==> src/rtl/pipe_gap_scheduler.sv <==
// pipe_gap_scheduler: paces pipe spawns off frame ticks and draws a gap row
// from the external LFSR. Out-of-range draws are retried a bounded number of
// times, then clamped. Finished gap rows queue in a 4-deep first-word-fall-through
// FIFO for the pipe renderer.
`timescale 1ns/1ps
module pipe_gap_scheduler #(
  parameter int SPAWN_FRAMES = 60,
  parameter int GAP_MIN      = 2,
  parameter int GAP_MAX      = 25,
  parameter int MAX_RETRY    = 3
) (
  input  logic       clk,
  input  logic       rst_n,
  input  logic       game_run,
  input  logic       frame_tick,
  input  logic [4:0] lfsr_data,
  output logic       lfsr_step,
  output logic       gap_valid,
  input  logic       gap_ready,
  output logic [4:0] gap_y,
  output logic [2:0] gap_count,
  output logic       overflow,
  output logic [7:0] drop_cnt
);

  localparam logic [2:0] IDLE  = 3'd0;
  localparam logic [2:0] WAIT  = 3'd1;
  localparam logic [2:0] DRAW  = 3'd2;
  localparam logic [2:0] CHECK = 3'd3;
  localparam logic [2:0] PUSH  = 3'd4;

  localparam int         DEPTH      = 4;
  localparam logic [7:0] LAST_FRAME = 8'(SPAWN_FRAMES - 1);
  localparam logic [7:0] RETRY_LIM  = 8'(MAX_RETRY);
  localparam logic [4:0] GMIN       = 5'(GAP_MIN);
  localparam logic [4:0] GMAX       = 5'(GAP_MAX);
  localparam logic [2:0] FULL_CNT   = 3'(DEPTH);

  logic [2:0]            state;
  logic [7:0]            frame_cnt;
  logic [7:0]            retry_cnt;
  logic [4:0]            gap_lat;
  logic [DEPTH-1:0][4:0] mem;
  logic [1:0]            wr_ptr;
  logic [1:0]            rd_ptr;
  logic [4:0]            y_hold;
  logic                  in_range;
  logic                  push_en;
  logic                  pop;
  logic                  push_ok;
  logic                  drop_evt;

  assign in_range  = (lfsr_data >= GMIN) && (lfsr_data <= GMAX);
  assign lfsr_step = (state == DRAW);
  assign gap_valid = (gap_count != 3'd0);
  // Head is shown straight from storage; when empty, the last shown head is held.
  assign gap_y     = gap_valid ? mem[rd_ptr] : y_hold;
  assign pop       = gap_valid && gap_ready;
  // Dropping game_run kills the push in flight, so no overflow can come from it.
  assign push_en   = (state == PUSH) && game_run;
  // A full FIFO still takes the push when the head leaves on the same edge.
  assign push_ok   = push_en && ((gap_count != FULL_CNT) || pop);
  assign drop_evt  = push_en && !push_ok;

  // Spawn sequencer: frame pacing, draw / range check / retry, then push.
  always_ff @(posedge clk or negedge rst_n) begin
    if (!rst_n) begin
      state     <= IDLE;
      frame_cnt <= 8'd0;
      retry_cnt <= 8'd0;
      gap_lat   <= 5'd0;
    end else if (!game_run) begin
      state     <= IDLE;
      frame_cnt <= 8'd0;
      retry_cnt <= 8'd0;
    end else begin
      case (state)
        IDLE: begin
          frame_cnt <= 8'd0;
          retry_cnt <= 8'd0;
          state     <= WAIT;
        end
        WAIT: begin
          if (frame_tick) begin
            if (frame_cnt == LAST_FRAME) begin
              frame_cnt <= 8'd0;
              state     <= DRAW;
            end else begin
              frame_cnt <= frame_cnt + 8'd1;
            end
          end
        end
        DRAW: state <= CHECK;
        CHECK: begin
          if (in_range) begin
            gap_lat <= lfsr_data;
            state   <= PUSH;
          end else if (retry_cnt < RETRY_LIM) begin
            retry_cnt <= retry_cnt + 8'd1;
            state     <= DRAW;
          end else begin
            gap_lat <= (lfsr_data < GMIN) ? GMIN : GMAX;
            state   <= PUSH;
          end
        end
        PUSH: begin
          retry_cnt <= 8'd0;
          state     <= WAIT;
        end
        default: state <= IDLE;
      endcase
    end
  end

  // FIFO storage; contents are only observed through valid entries, so no reset.
  always_ff @(posedge clk) begin
    if (push_ok) mem[wr_ptr] <= gap_lat;
  end

  // FIFO pointers and occupancy, flushed whenever the game stops.
  always_ff @(posedge clk or negedge rst_n) begin
    if (!rst_n) begin
      wr_ptr    <= 2'd0;
      rd_ptr    <= 2'd0;
      gap_count <= 3'd0;
    end else if (!game_run) begin
      wr_ptr    <= 2'd0;
      rd_ptr    <= 2'd0;
      gap_count <= 3'd0;
    end else begin
      if (push_ok) wr_ptr <= wr_ptr + 2'd1;
      if (pop)     rd_ptr <= rd_ptr + 2'd1;
      case ({push_ok, pop})
        2'b10:   gap_count <= gap_count + 3'd1;
        2'b01:   gap_count <= gap_count - 3'd1;
        default: gap_count <= gap_count;
      endcase
    end
  end

  // Held gap row, overflow pulse and saturating drop counter (survives game stop).
  always_ff @(posedge clk or negedge rst_n) begin
    if (!rst_n) begin
      y_hold   <= 5'd0;
      overflow <= 1'b0;
      drop_cnt <= 8'd0;
    end else begin
      if (gap_valid) y_hold <= mem[rd_ptr];
      overflow <= drop_evt;
      if (drop_evt && (drop_cnt != 8'hFF)) drop_cnt <= drop_cnt + 8'd1;
    end
  end

endmodule

==> config.mk <==
export PLATFORM = sky130hd
export DESIGN_NAME = pipe_gap_scheduler
export DESIGN_NICKNAME = d
export VERILOG_FILES = /design/src/rtl/pipe_gap_scheduler.sv
export SDC_FILE = /design/constraint.sdc
export NUM_CORES = 1
export LEC_CHECK = 0
export ABC_AREA = 1
export CAP_MARGIN = 20
export CORE_MARGIN = 3
export CORE_UTILIZATION = 57
export DETAILED_ROUTE_END_ITERATION = 6
export PLACE_DENSITY = 0.85
export SYNTH_ARGS = -nofsm -noshare
export SYNTH_HDL_FRONTEND = slang
export SYNTH_SLANG_ARGS = --single-unit
==> constraint.sdc <==
create_clock -name clk -period 2.2 [get_ports clk]
set_input_delay 0.66 -clock clk [delete_from_list [all_inputs] [get_ports clk]]
set_output_delay 0.66 -clock clk [all_outputs]
set_load 0.02 [all_outputs]
==> results.md <==
Place:
- In this run the tool buffered the top-level ports with 28 buffer cells.
- The final weighted congestion in routability-driven placement is ~0.9.
- In this run, placement finished with an instance count of about 470.
- The area of placed instances is around 0.0037 sq mm.
- The half-perimeter wire length of the detailed placement result is around 4500 microns.

Setup path:
- In this design, the stage delay of the slowest critical-path cell is 0.41 ns.
- The critical path goes through buf_12 -> nor2_1 -> nor2_1 -> o21ai_1 -> a31oi_1 -> buf_4.
- On the critical path the largest part of the delay comes from flip-flops.
- Across all register-to-register paths, the minimum setup slack is roughly 0.11 ns.
- The beginning of the critical path is rd_ptr[0].
- The endpoint identified for the worst register-to-register timing path is gap_count[2].
- The maximum fanout along the worst path is 10.
- The kind of end point of the critical path is an output pin.
- The required time at the worst-slack endpoint is ~1.5 ns.
- The depth of the most critical reg-to-reg path is 12.
- The type of origin of the critical path is a register.
- The worst register-to-register path begins at gap_count[0].
- The most frequent cell on the critical path is nor2_1.
- The worst setup path is of the register to output pin kind.
- The cell at the slowest stage of the critical path is dfrtp_2.
- The number of buffers and inverters on the critical path is 2.
- Data arrives at the worst endpoint at 1.62 ns.

Synth:
- The adder and majority gate portion of the synthesized area is roughly 3.4%.
- The number of nets produced by synthesis is between 300 and 400.
- Yosys printed 0 warnings.
- The sequential fraction of the synthesis area is around 55%.
- The average instance in the mapped netlist occupies approximately 9 sq um.
- The total of flip-flops plus latches after synthesis is 65.
- Of the post-synthesis cell area, the part taken by muxes is 0%.
- In the synthesized netlist, the number of instances is between 300 and 400.
- The share of async-settable or async-resettable flops after synthesis is 69.2%.
- The post-synthesis cell type count is 30.
- The synthesized netlist devotes 2.23% of its cell area to XOR and XNOR gates.
- The most used flip-flop cell after synthesis is dfrtp_1.
- Yosys mapped a number of flops with a built-in enable equal to 20.
- The mapped netlist covers 0.00314 sq mm.
- The combinational family with the most area after synthesis is simple AND/OR/NAND/NOR gates.
- Summing the areas of all compound-gate instances in the mapped netlist gives ~8.5% of the synthesized area.
- The synthesized netlist devotes approximately a quarter of its cell area to simple gates.

STA:
- The post-route minimum period is between 2 and 2.5 ns.
- Derived from the worst setup path, the maximum achievable clock frequency is ~0.44 GHz.
- The number of hold violations in the final report is 0.
- At the pin with the least slew margin, the transition time is 0.583 ns.
- Setup violations remaining at the end of the flow were counted as 2.
- The count of pins over their slew limit is 0.
- Setup repair after global routing could not meet its margin everywhere.
- For the final database, setup skew stands at between 0.01 and 0.015 ns.
- The final critical-path setup slack is -0.0807 ns.
- The share of the clock period used by the worst path is 104%.
- The relative max-transition margin is 61.1%.

Final layout:
- The final core utilization is 76.1%.
- The antenna diode instance count is 0.
- Cells with a size suffix above 1 make up around 18% of the layout.
- The final net count is ~430.
- The finished cells cover just under 0.004 sq mm.
- After the flow finishes, the layout carries non-filler instances totaling between 400 and 500.
- The total of fill cells in the finished design is 352.
- The sequential standard cell area is ~0.0017 sq mm.
- The post-synthesis to final-layout area growth is 26.0%.
- Summing all multi-input logic gate instances after layout gives about 0.0013 sq mm.

Routing:
- In this run the remaining antenna-violating nets after routing total 0.
- Across all layers, the routed design uses between 2k and 3k vias.
- The first detailed-routing pass ran for 5 iterations.
- The post-detailed-route via-to-cell ratio is about 5.4.
- The DRC violations left is 0.
- The routed design has between 7000 and 8000 microns of wire.
- The per-cell routed wire length is ~14 microns.
- The number of DRC markers after the initial detailed-route iteration is roughly 250.

Clock tree:
- The later pin in the worst-skew pair is clocked with a latency of roughly 0.35 ns.
- Clock tree synthesis inserted a total of 9 buffers.
- The clock sink total is 65.
- No sink is reached through more buffers than the 2 on the longest clock path.
- The clock-pin slew reported for the worst setup and hold paths after clock tree synthesis is approximately 0.08 ns.
- The number of hold buffers added after cts is 0.
- CTS built an H-tree with a depth of 3.
- TritonCTS built the clock tree.
- The tree is rooted in a clkbuf_8.

Pwr:
- The leakage dissipation is 0.00184 uW.
- The peak supply drop is roughly 0.69 mV.
- The areal power density over the cells is roughly 1100 mW/mm^2.
- The sum of internal, switching and leakage power is between 4000 and 5000 uW.

Hold path:
- The worst hold-check path type is primary input to async pin.

Global route:
- The largest net degree at the start of global routing is 46.
- The remaining global-route overflow is 0.
- The first global-routing pass estimated 11600 microns of wire.
- The initial antenna violation count is 0.
- The via count of the first global-routing pass is ~2.5k.
- The overall global routing resource usage is between 20% and 30%.

Floorplanning:
- The die outline width is about 80 microns.
- In this run the vertical extent of the chip is ~80 microns.
- The top-level I/O count is 29.
- The initial core utilization is roughly three fifths.
- The die covers 0.00644 sq mm.
- The floorplan has 26 rows.
- The placeable core region is roughly 0.0052 sq mm.

Flow run:
- The number of max-cap violations is 0.

Outcome:
- The run finished, with violations left.
- The checks that failed: negative setup slack.
final cells by class:
class	count	share of cell area (%)
Clock inverter	6	2.72
Sequential cell	65	43.6
Clock buffer	10	3.22
Inverter	36	3.41
Multi-Input combinational cell	241	31.7
Tap cell	70	2.21
Timing Repair Buffer	61	13.1
power by group:
part,internal [uW],total (uW),switching [uW]
Sequential,1470,1630,154
Clock,749,1230,477
Combinational,618,1440,824
Total,2840,4300,1450
cells by family (layout without fill, tap and decap cells):
family | Yosys count | in the layout
compound gates | 44 | 44
fa+ha+maj | 8 | 8
flops | 65 | 65
xor+xnor | 8 | 8
simple gates | 181 | 181
buf+inv | 43 | 113
worst reg2reg max path: cells and delay by family, from the launching register on:
family / cells / cell delay [ns]
AND/OR/NAND/NOR: 7 / 0.69
buffers and inverters: 3 / 0.30
flip-flops: 1 / 0.42
XOR/XNOR: 1 / 0.19
adder cells (fa/ha/maj): 1 / 0.41
flip-flops by register name (all words and copies together), names as in the netlist:
signal and count:
rd_ptr 2, y_hold 5, wr_ptr 2, drop_cnt 8
frame_cnt 8, mem 20, gap_lat 5, retry_cnt 8
gap_count 3, state 3, overflow 1
placed cells by master (no fill, tap or decap), types with 5 or more instances in the layout:
master	count
dfrtp_1	44
a31oi_1	5
nand2_1	83
nor2_1	51
o21ai_1	5
inv_1	33
o21ai_0	19
nand3_1	21
edfxtp_1	20
clkbuf_8	9
nand4_1	10
a21boi_0	6
buf_4	36
clkdlybuf4s50_1	18
ha_1	7
a21oi_1	6
through the flow:
stage / TNS, ns / hold WS [ns] / setup WS, ns
final: -0.0998 / 0.387 / -0.0807
after global routing: -0.368 / 0.434 / -0.119
after CTS: -0.0492 / 0.404 / -0.0492
after detailed placement: -4.36 / 0.488 / -0.246
after global placement: -2.56 / 0.477 / -0.163
after floorplan: 0 / 0.364 / 0.138
cell usage after synthesis, types with 2 or more instances:
| master | number | area share, % |
|---|---|---|
| nand2_1 | 85 | 10 |
| nor2_1 | 51 | 6.1 |
| dfrtp_1 | 45 | 36 |
| inv_1 | 34 | 4.1 |
| nand3_1 | 21 | 3.3 |
| o21ai_0 | 21 | 3.3 |
| edfxtp_1 | 20 | 19 |
| nand4_1 | 10 | 2.0 |
| ha_1 | 7 | 2.8 |
| a21boi_0 | 6 | 1.4 |
| a21oi_1 | 6 | 0.96 |
| a31oi_1 | 5 | 1.0 |
| nor3_1 | 4 | 0.64 |
| xnor2_1 | 4 | 1.1 |
| xor2_1 | 4 | 1.1 |
| buf_2 | 3 | 0.48 |
| nand3_2 | 3 | 0.96 |
| nor2_2 | 3 | 0.60 |
| o21ai_1 | 3 | 0.48 |
| buf_6 | 2 | 0.72 |
| inv_2 | 2 | 0.24 |
| nor2_4 | 2 | 0.72 |
worst max-delay path by stage:
stage | end | slack (ns) | depth (start not counted)
2_1_floorplan | gap_y[0] | 0.14 | 5
3_3_place_gp | gap_count[2] | -0.16 | 11
3_5_place_dp | gap_count[2] | -0.25 | 11
4_1_cts | gap_y[0] | -0.05 | 6
5_1_grt | gap_y[0] | -0.12 | 6
6_report | gap_y[0] | -0.08 | 6
timing repair:
| item | 4_1_cts | 5_1_grt |
|---|---|---|
| setup buffers | 1 | 3 |
| endpoints found under the setup margin | 8 | 11 |
| hold endpoints to repair | 0 | 0 |
| pin swaps | 2 | 5 |
| cloned | 0 | 0 |
| resized for setup | 36 | 9 |
layer usage:
layer / wire length (microns) / GRT usage (%) / share of wire, % / up-vias
li1: - / - / - / 1278
met1: 2950 / 28.7 / 42 / 1243
met2: 3600 / 39.7 / 51 / 90
met3: 396 / 6.84 / 5.6 / 12
met4: 113 / 9.97 / 1.6 / 0
met5: 0 / 0 / 0 / -
No activity file was read; power rests on OpenSTA's default activity.
